--- config.mk ---
export PLATFORM = sky130hd
export DESIGN_NAME = morse_keyer_seq_flat
export DESIGN_NICKNAME = d
export VERILOG_FILES = /design/src/rtl/morse_keyer_seq_if.sv /design/src/rtl/morse_keyer_seq.sv /design/src/flat_wrapper.sv
export SDC_FILE = /design/constraint.sdc
export NUM_CORES = 1
export LEC_CHECK = 0
export CORE_ASPECT_RATIO = 0.5
export CORE_MARGIN = 2
export CORE_UTILIZATION = 40
export DETAILED_ROUTE_END_ITERATION = 12
export PLACE_DENSITY = 0.71
export SYNTH_ARGS = -nofsm -noshare
export SYNTH_HDL_FRONTEND = slang
export SYNTH_SLANG_ARGS = --single-unit
--- constraint.sdc ---
create_clock -name clk -period 7.4 [get_ports clk]
set_input_delay 1.48 -clock clk [delete_from_list [all_inputs] [get_ports clk]]
set_output_delay 1.48 -clock clk [all_outputs]
set_load 0.05 [all_outputs]
--- src/rtl/morse_keyer_seq_if.sv ---
// Character handshake bundle for the Morse keyer sequencer.
// The source drives code, unit period and abort; the keyer answers with ready.
interface morse_keyer_seq_if #(
  parameter int DIV_W = 16
);
  logic [7:0]       char_in;
  logic             char_valid;
  logic             char_ready;
  logic [DIV_W-1:0] unit_div;
  logic             abort;

  modport master (
    output char_in,
    output char_valid,
    output unit_div,
    output abort,
    input  char_ready
  );

  modport slave (
    input  char_in,
    input  char_valid,
    input  unit_div,
    input  abort,
    output char_ready
  );
endinterface

--- src/rtl/morse_keyer_seq.sv ---
// Morse keyer sequencer: latches an encoder pattern and plays it
// as a timed key waveform with dot/dash/gap unit timing.
module morse_keyer_seq #(
  parameter int DIV_W = 16
) (
  input  logic                   clk,
  input  logic                   rst_n,
  morse_keyer_seq_if.slave       kif,
  output logic [7:0]             enc_char,
  input  logic [7:0]             enc_morse,
  input  logic [2:0]             enc_length,
  output logic                   key_out,
  output logic                   busy,
  output logic                   done
);

  localparam int CW = DIV_W + 2;

  localparam logic [2:0] S_IDLE = 3'd0;
  localparam logic [2:0] S_LOAD = 3'd1;
  localparam logic [2:0] S_MARK = 3'd2;
  localparam logic [2:0] S_EGAP = 3'd3;
  localparam logic [2:0] S_CGAP = 3'd4;
  localparam logic [2:0] S_WORD = 3'd5;

  logic [2:0]       state_q, state_d;
  logic [CW-1:0]    cnt_q, cnt_d;
  logic [DIV_W-1:0] unit_q, unit_d;
  logic [7:0]       pat_q, pat_d;
  logic [2:0]       idx_q, idx_d;
  logic [7:0]       char_q, char_d;
  logic             key_q, key_d;
  logic             done_q, done_d;

  logic [CW-1:0]    u1, u3, u4, dur;
  logic             last;

  assign u1 = {2'b00, unit_q};
  assign u3 = {1'b0, unit_q, 1'b0} + {2'b00, unit_q};
  assign u4 = {unit_q, 2'b00};

  always_comb begin
    dur = u1;
    unique case (1'b1)
      state_q == S_MARK: dur = pat_q[idx_q] ? u3 : u1;
      state_q == S_CGAP: dur = u3;
      state_q == S_WORD: dur = u4;
      default:           dur = u1;
    endcase
  end

  assign last = (cnt_q == dur - CW'(1));

  always_comb begin
    state_d = state_q;
    cnt_d   = cnt_q + CW'(1);
    unit_d  = unit_q;
    pat_d   = pat_q;
    idx_d   = idx_q;
    char_d  = char_q;
    key_d   = key_q;
    done_d  = 1'b0;
    unique case (1'b1)
      state_q == S_IDLE: begin
        cnt_d = '0;
        if (kif.char_valid) begin
          char_d  = kif.char_in;
          unit_d  = (kif.unit_div == '0) ? DIV_W'(1) : kif.unit_div;
          state_d = S_LOAD;
        end
      end
      state_q == S_LOAD: begin
        cnt_d   = '0;
        pat_d   = enc_morse;
        idx_d   = enc_length - 3'd1;
        key_d   = (enc_length != 3'd0);
        state_d = (enc_length == 3'd0) ? S_WORD : S_MARK;
      end
      state_q == S_MARK: begin
        if (last) begin
          cnt_d = '0;
          key_d = 1'b0;
          if (idx_q == 3'd0) begin
            state_d = S_CGAP;
          end else begin
            idx_d   = idx_q - 3'd1;
            state_d = S_EGAP;
          end
        end
      end
      state_q == S_EGAP: begin
        if (last) begin
          cnt_d   = '0;
          key_d   = 1'b1;
          state_d = S_MARK;
        end
      end
      state_q == S_CGAP,
      state_q == S_WORD: begin
        if (last) begin
          cnt_d   = '0;
          done_d  = 1'b1;
          state_d = S_IDLE;
        end
      end
      default: begin
        cnt_d   = '0;
        key_d   = 1'b0;
        state_d = S_IDLE;
      end
    endcase
    // Abort wins over every transition but leaves IDLE untouched.
    if (kif.abort && state_q != S_IDLE) begin
      state_d = S_IDLE;
      cnt_d   = '0;
      key_d   = 1'b0;
      done_d  = 1'b0;
    end
  end

  always_ff @(posedge clk or negedge rst_n) begin
    if (!rst_n) begin
      state_q <= S_IDLE;
      cnt_q   <= '0;
      unit_q  <= '0;
      pat_q   <= '0;
      idx_q   <= '0;
      char_q  <= '0;
      key_q   <= 1'b0;
      done_q  <= 1'b0;
    end else begin
      state_q <= state_d;
      cnt_q   <= cnt_d;
      unit_q  <= unit_d;
      pat_q   <= pat_d;
      idx_q   <= idx_d;
      char_q  <= char_d;
      key_q   <= key_d;
      done_q  <= done_d;
    end
  end

  assign kif.char_ready = (state_q == S_IDLE);
  assign busy           = (state_q != S_IDLE);
  assign enc_char       = char_q;
  assign key_out        = key_q;
  assign done           = done_q;

endmodule

--- src/flat_wrapper.sv ---
// flat-port wrapper written by rule: the top's interface ports become plain ports
module morse_keyer_seq_flat 
#(
  parameter int DIV_W = 16
)
  (clk, rst_n, enc_char, enc_morse, enc_length, key_out, busy, done, kif_char_in, kif_char_valid, kif_unit_div, kif_abort, kif_char_ready);
  morse_keyer_seq_if #(.DIV_W(DIV_W)) kif_i ();
  input  logic clk;
  input  logic rst_n;
  output logic [7:0] enc_char;
  input  logic [7:0] enc_morse;
  input  logic [2:0] enc_length;
  output logic key_out;
  output logic busy;
  output logic done;
  input wire logic [$bits(kif_i.char_in)-1:0] kif_char_in;
  input wire logic [$bits(kif_i.char_valid)-1:0] kif_char_valid;
  input wire logic [$bits(kif_i.unit_div)-1:0] kif_unit_div;
  input wire logic [$bits(kif_i.abort)-1:0] kif_abort;
  output wire logic [$bits(kif_i.char_ready)-1:0] kif_char_ready;
  assign kif_i.char_in = kif_char_in;
  assign kif_i.char_valid = kif_char_valid;
  assign kif_i.unit_div = kif_unit_div;
  assign kif_i.abort = kif_abort;
  assign kif_char_ready = kif_i.char_ready;
  morse_keyer_seq #(.DIV_W(DIV_W)) u_core (.clk(clk), .rst_n(rst_n), .kif(kif_i), .enc_char(enc_char), .enc_morse(enc_morse), .enc_length(enc_length), .key_out(key_out), .busy(busy), .done(done));
endmodule
==> results.sh, run 1 <==
export IMPL_ant_nets=0
export IMPL_drive_above_1_share_pct=11.18
export IMPL_start_util_pct=40.75
export IMPL_endpoint_kind="flop"
export IMPL_avgSynthCellArea_um2=8.412
export IMPL_vias=4968
export IMPL_cts_resized=0
export IMPL_status="complete, no violations"
export IMPL_syn2layout_area_growth_pct=17.51
export IMPL_syn_inst=610
export IMPL_routed_wl_mm=14.65
export IMPL_finalMaxSlewViolations=0
export IMPL_grt_start_max_net_pins=59
export IMPL_cts_tree="done"
export IMPL_pin_count=51
export IMPL_port_buffers=50
export IMPL_fin_cells=823
export IMPL_syn_area_mm2=0.005131
export IMPL_post_route_drc_count=0
export IMPL_critPathKind="flop to flop"
export IMPL_wl_met2_mm=6.134
export IMPL_fin_tns_setup_ps=0
export IMPL_ir_drop_mv=0.2576
export IMPL_num_antenna_cells=0
export IMPL_yosysSeqAreaShare_pct=28.29
export IMPL_fin_crit_ps=5458
export IMPL_yosysUniqueCellTypes=92
export IMPL_crit_arrival_ps=5670
export IMPL_skew_ps=5.864
export IMPL_layout_nets=707
export IMPL_hold_violations=0
export IMPL_overflow=0
export IMPL_dieWidth_um=164.2
export IMPL_p_leak_uw=0.002422
export IMPL_grt_pass1_wl_mm=24.32
export IMPL_synth_edff_count=0
export IMPL_clk_pin_slew_ps=50
export IMPL_required_ps=7620
export IMPL_cap_violations=0
export IMPL_post_cts_buffers=0
export IMPL_die_area_mm2=0.01380
export IMPL_rsz0062_at_grt="no"
export IMPL_fmax_ghz=0.1832
export IMPL_clk_latency_ps=330
export IMPL_r2r_cells=16
export IMPL_grt_antenna_before_repair=0
export IMPL_powerDensity_mw_per_mm2=532.9
export IMPL_setup_viol=0
export IMPL_relSlewSlack_pct=38.37
export IMPL_numClockSinks=58
export IMPL_top_layer="met4"
export IMPL_drt_iter0_markers=452
export IMPL_wl_met3_mm=1.184
export IMPL_clockRootBuffer="clkbuf_16"
export IMPL_clockBufferDepth=2
export IMPL_synth_warnings=0
export IMPL_viasPerCell=6.036
export IMPL_slowest_stage="nor2b_1"
export IMPL_path_cells="nor2b_1 -> nor2_1 -> a21o_2 -> a221oi_2 -> ha_1 -> and2_1 -> o211ai_1 -> nor3_1 -> nand4_2 -> or4_1 -> a31o_1 -> a22oi_2 -> o211a_1 -> a211o_4 -> o21ai_1 -> a22o_1"
export IMPL_cp_start_kind="flop"
export IMPL_h_tree_depth=3
export IMPL_hp_class="flop to flop"
export IMPL_async_flop_share_pct=100.0
export IMPL_synth_seq_cells=58
export IMPL_rows=29
export IMPL_first_pass_iters=5
export IMPL_chipHeight_um=84.09
export IMPL_wl_met1_mm=7.090
export IMPL_cts_buffers=9
export IMPL_synth_ff_type="dfrtp_1"
export IMPL_fin_crit_sh_pct=73.76
export IMPL_finalPower_uw=3213
export IMPL_place_inst=807
export IMPL_synth_nets=669
export IMPL_grt_pass1_vias=4784
export IMPL_cts_hold_buf=0
export IMPL_tightest_slew_ps=922.6
export IMPL_cpPeakStageDelay_ps=800
export IMPL_cp_max_fo=22
export IMPL_grt_util_all_layers_pct=22.23
export IMPL_gp_congestion=0.9474
export IMPL_wire_per_inst_um=17.80
export IMPL_design_core_area_mm2=0.01259
export IMPL_dpl_hpwl_mm=11.18
export IMPL_whs_path_depth=2
==> cells in the final DEF, fill, tap and decap left out, drive strengths merged, types with 5 or more instances in the layout <==
master / n
a2111oi: 5
a211o: 5
a211oi: 12
a21o: 8
a21oi: 34
a22oi: 8
and2: 12
and3: 10
clkbuf: 12
clkdlybuf4s50: 49
dfrtp: 58
ha: 19
inv: 21
mux2: 22
nand2: 63
nand3: 24
nand4: 10
nor2: 58
nor2b: 5
nor3: 26
nor3b: 5
nor4: 6
o211ai: 8
o21a: 9
o21ai: 29
or3: 8
xnor2: 18
xor2: 15
==> flip-flops by register name (all words and copies together) (netlist names) <==
signal and count:
u_core.state_q 3, u_core.cnt_q 18, u_core.idx_q 3, u_core.key_out 1, u_core.unit_q 16, u_core.enc_char 8, u_core.pat_q 8, u_core.done 1
==> cells by family (layout without fill, tap and decap cells) <==
kind of cell               count (synthesis)  in the layout  share of synthesized area [%]
and+or+nand+nor                          252            252                          25.31
buffers and inverters                     47             90                          4.243
DFF                                       58             58                          28.29
xor gates and xnor gates                  33             33                          5.633
adders and majority gates                 21             21                          5.218
muxes                                     26             26                          5.682
AOI/OAI and AO/OA                        173            173                          25.63
==> worst paths after layout <==
path	start	to	slack (ps)
worst max-delay path	u_core.state_q[2]	u_core.state_q[0]	1940
worst min-delay path	u_core.pat_q[1]	u_core.pat_q[1]	470
worst max register to register	u_core.state_q[2]	u_core.state_q[0]	1940
worst min register to register	u_core.pat_q[1]	u_core.pat_q[1]	470
max in group asynchronous	rst_n	u_core.cnt_q[3]	5620
min in group asynchronous	rst_n	u_core.pat_q[7]	1300
==> stage by stage <==
step	hold WS [ps]	worst slack (ps)	cell area, µm²	utilization, %
final	471.4	1942	6030	47.89
after global routing	497.5	1676	6030	47.89
after CTS	474.9	2077	6030	47.89
after detailed placement	461.2	2101	5723	45.45
after global placement	455.2	2422	5723	45.45
after floorplan	440.1	3443	5131	-
==> cell usage after synthesis (all sizes together), types with 4 or more instances <==
library cell   n  share of area [%]
a2111oi        5                1.2
nand2         63                4.7
a211o          5                1.0
or2            4               0.49
o21ai         29                3.0
mux2i          4               0.78
nand2b         4               0.49
and2          12                1.5
nand4         10                1.3
a21oi         34                3.5
o211ai         8                1.2
or4            4               0.66
nor2b          5               0.61
or3b           4               0.68
o22ai          4               0.49
nor3          26                2.5
xnor2         18                3.1
xor2          15                2.6
a22o           4               0.68
nor3b          5                1.1
a22oi          8                1.3
or3            8               0.98
a211oi        12                1.9
buf            9                1.5
and3          10                1.2
nand3         24                2.4
nor4           6               0.73
a311oi         4               0.93
ha            19                4.6
o211a          4               0.78
nor2          58                4.2
a21o           8                1.2
inv           21                1.5
o21a           9                1.3
mux2          22                4.9
dfrtp         58                 28
clkbuf        17                1.2
==> critical path, delay by kind of cell (launching register included) <==
| kind | cells | cell delay (ps) |
|---|---|---|
| fa+ha+maj | 1 | 290 |
| compound gates | 9 | 2180 |
| flops | 1 | 600 |
| simple gates | 6 | 2260 |
==> report_power, final <==
part / switching, µW / internal [µW]
Sequential: 163 / 425
Combinational: 1340 / 863
Clock: 145 / 278
==> per-layer routing <==
layer | GRT usage [%] | up-vias
li1 | - | 2367
met1 | 31.90 | 2360
met5 | 0 | -
met3 | 5.266 | 27
met2 | 33.62 | 214
met4 | 5.263 | 0
==> final cells by class <==
class / instances / area (µm²)
multi-input cells: 505 / 3462
clock inverters: 4 / 50.05
repair buffers: 53 / 518.0
well taps: 170 / 212.7
inverters: 21 / 78.83
clock buffers: 12 / 256.5
flip-flops and latches: 58 / 1451
fillers: 1153 / 6561
Note: power is estimated with default switching activity, not from simulation.
==> inputs of run 2 (changes only) <==
--- a/config.mk
+++ b/config.mk
@@ -9,7 +9,7 @@
 export CORE_MARGIN = 2
 export CORE_UTILIZATION = 40
 export DETAILED_ROUTE_END_ITERATION = 12
-export PLACE_DENSITY = 0.71
+export PLACE_DENSITY = 0.74
 export SYNTH_ARGS = -nofsm -noshare
 export SYNTH_HDL_FRONTEND = slang
 export SYNTH_SLANG_ARGS = --single-unit
==> constraint.sdc (replaced) <==
create_clock -name clk -period 4.9 [get_ports clk]
set_input_delay 0.98 -clock clk [delete_from_list [all_inputs] [get_ports clk]]
set_output_delay 0.98 -clock clk [all_outputs]
set_load 0.05 [all_outputs]
==> results.sh, run 2 (synthesized netlist as in run 1, its figures left out) <==
export IMPL_status="complete, no violations"
export IMPL_vias=5099
export IMPL_grtUsageMet2_pct=32.75
export IMPL_p_leak_uw=0.002519
export IMPL_grt_pass1_wl_mm=24.29
export IMPL_required_ps=5120
export IMPL_ant_nets=0
export IMPL_largest_reg_flops=18
export IMPL_fmax_ghz=0.2133
export IMPL_ir_drop_mv=0.3791
export IMPL_tightest_slew_ps=929.9
export IMPL_overflow=0
export IMPL_relSlewSlack_pct=38.01
export IMPL_busiest_layer="met2"
export IMPL_met1_usage_pct=31.81
export IMPL_clk_pin_slew_ps=50
export IMPL_cts_buffers=9
export IMPL_fin_crit_sh_pct=95.69
export IMPL_powerDensity_mw_per_mm2=807.7
export IMPL_numClockSinks=58
export IMPL_setup_ws_ps=211.1
export IMPL_path_cells="mux2_2 -> a222oi_1 -> a21o_2 -> a221oi_4 -> ha_2 -> xor2_1 -> or4_4 -> a311oi_2 -> nand4_1 -> a221oi_1 -> o211a_1 -> a211o_4 -> o21ai_1 -> a22o_1"
export IMPL_chipHeight_um=84.09
export IMPL_start_util_pct=40.75
export IMPL_critPathKind="flop to flop"
export IMPL_cts_hold_buf=0
export IMPL_post_route_drc_count=0
export IMPL_clk_latency_ps=340
export IMPL_wire_per_inst_um=17.35
export IMPL_rsz0062_at_grt="no"
export IMPL_fin_tns_setup_ps=0
export IMPL_biggestRegsByFlops="u_core.cnt_q x18, u_core.unit_q x16"
export IMPL_skew_ps=8.846
export IMPL_final_cell_area_mm2=0.006180
export IMPL_endpoint_kind="flop"
export IMPL_critPathTopFamily="compound AO/OA/AOI/OAI gates"
export IMPL_pin_count=51
export IMPL_top_register="u_core.cnt_q"
export IMPL_grt_util_all_layers_pct=22.09
export IMPL_final_common_cell="nand2_1"
export IMPL_viasPerCell=6.070
export IMPL_design_core_area_mm2=0.01259
export IMPL_cp_max_fo=11
export IMPL_routed_wl_mm=14.57
export IMPL_use_met3_pct=4.819
export IMPL_hp_class="flop to flop"
export IMPL_drive_above_1_share_pct=13.88
export IMPL_dieWidth_um=164.2
export IMPL_finalMaxSlewViolations=0
export IMPL_drt_iter0_markers=526
export IMPL_layout_common_cells="nand2_1, nor2_1, dfrtp_1"
export IMPL_utilization_pct=49.08
export IMPL_h_tree_depth=3
export IMPL_first_pass_iters=6
export IMPL_clockBufferDepth=2
export IMPL_hold_worst_slack_ps=472.1
export IMPL_critPathBufInv=0
export IMPL_placed_cell_area_mm2=0.005821
export IMPL_cts_tree="done"
export IMPL_grt_antenna_before_repair=0
export IMPL_grt_pass1_vias=4856
export IMPL_hold_violations=0
export IMPL_rows=29
export IMPL_fin_crit_ps=4689
export IMPL_num_antenna_cells=0
export IMPL_cap_violations=0
export IMPL_dpl_hpwl_mm=10.81
export IMPL_syn2layout_area_growth_pct=20.43
export IMPL_setup_viol=0
export IMPL_clockRootBuffer="clkbuf_16"
export IMPL_n_fill_cell=1191
export IMPL_cp_start_kind="flop"
export IMPL_crit_arrival_ps=4910
export IMPL_grt_start_max_net_pins=59
export IMPL_port_buffers=50
export IMPL_dpl_worst_slack_ps=-25.54
export IMPL_layout_nets=726
export IMPL_cpPeakStageDelay_ps=810
export IMPL_slowest_stage="a222oi_1"
export IMPL_gp_congestion=0.9477
export IMPL_die_area_mm2=0.01380
-- run 2: report_power, final --
group	switching (µW)	internal, µW	total (µW)
Clock	219	413	632
Combinational	2120	1400	3520
Sequential	197	643	840
Total	2540	2450	4990
-- run 2: area by class of cell --
| type | instances | area, µm² | share of cell area, % |
|---|---|---|---|
| clock buffers | 11 | 252.7 | 4.090 |
| inverters | 21 | 78.83 | 1.276 |
| flip-flops and latches | 58 | 1451 | 23.49 |
| repair buffers | 71 | 653.1 | 10.57 |
| multi-input cells | 506 | 3491 | 56.49 |
| well taps | 170 | 212.7 | 3.442 |
| clock inverters | 3 | 40.04 | 0.6479 |
-- run 2: per-stage QoR --
step,std cells,power [µW]
2_1_floorplan,610,3383
3_3_place_gp,820,4131
3_5_place_dp,820,4196
4_1_cts,834,4860
5_1_grt,840,5358
6_report,840,4991
-- run 2: timing repair --
action / in CTS / in global routing
gates resized for setup: 1 / 2
setup endpoints to repair: 1 / 22
pin swaps: 0 / 3
setup buffers: 0 / 5
endpoints found under the hold margin: 0 / 0
cloned: 0 / 1
-- run 2: path summary, 6_finish.rpt --
path | start | endpoint | slack [ps] | cells past startpoint
max | u_core.idx_q[1] | u_core.state_q[0] | 210 | 14
min | u_core.pat_q[7] | u_core.pat_q[7] | 470 | 2
max reg2reg | u_core.idx_q[1] | u_core.state_q[0] | 210 | 14
min reg2reg | u_core.pat_q[7] | u_core.pat_q[7] | 470 | 2
max in group asynchronous | rst_n | u_core.cnt_q[11] | 3580 | 2
min in group asynchronous | rst_n | u_core.unit_q[5] | 800 | 2
-- run 2: worst register-to-register path, delay by kind of cell, from the launching register on --
| family | cells | cell delay (ps) |
|---|---|---|
| AOI/OAI and AO/OA | 9 | 2640 |
| and+or+nand+nor | 2 | 630 |
| DFF | 1 | 470 |
| muxes | 1 | 400 |
| adders and majority gates | 1 | 260 |
| xor gates and xnor gates | 1 | 190 |
-- run 2: per-layer routing --
metal  wire, µm  up-vias  part of all wire [%]
li1           -     2404                     -
met1       7017     2479                    48
met2       6285      196                    43
met3       1066       20                   7.3
met4        204        0                   1.4
met5          0        -                     0
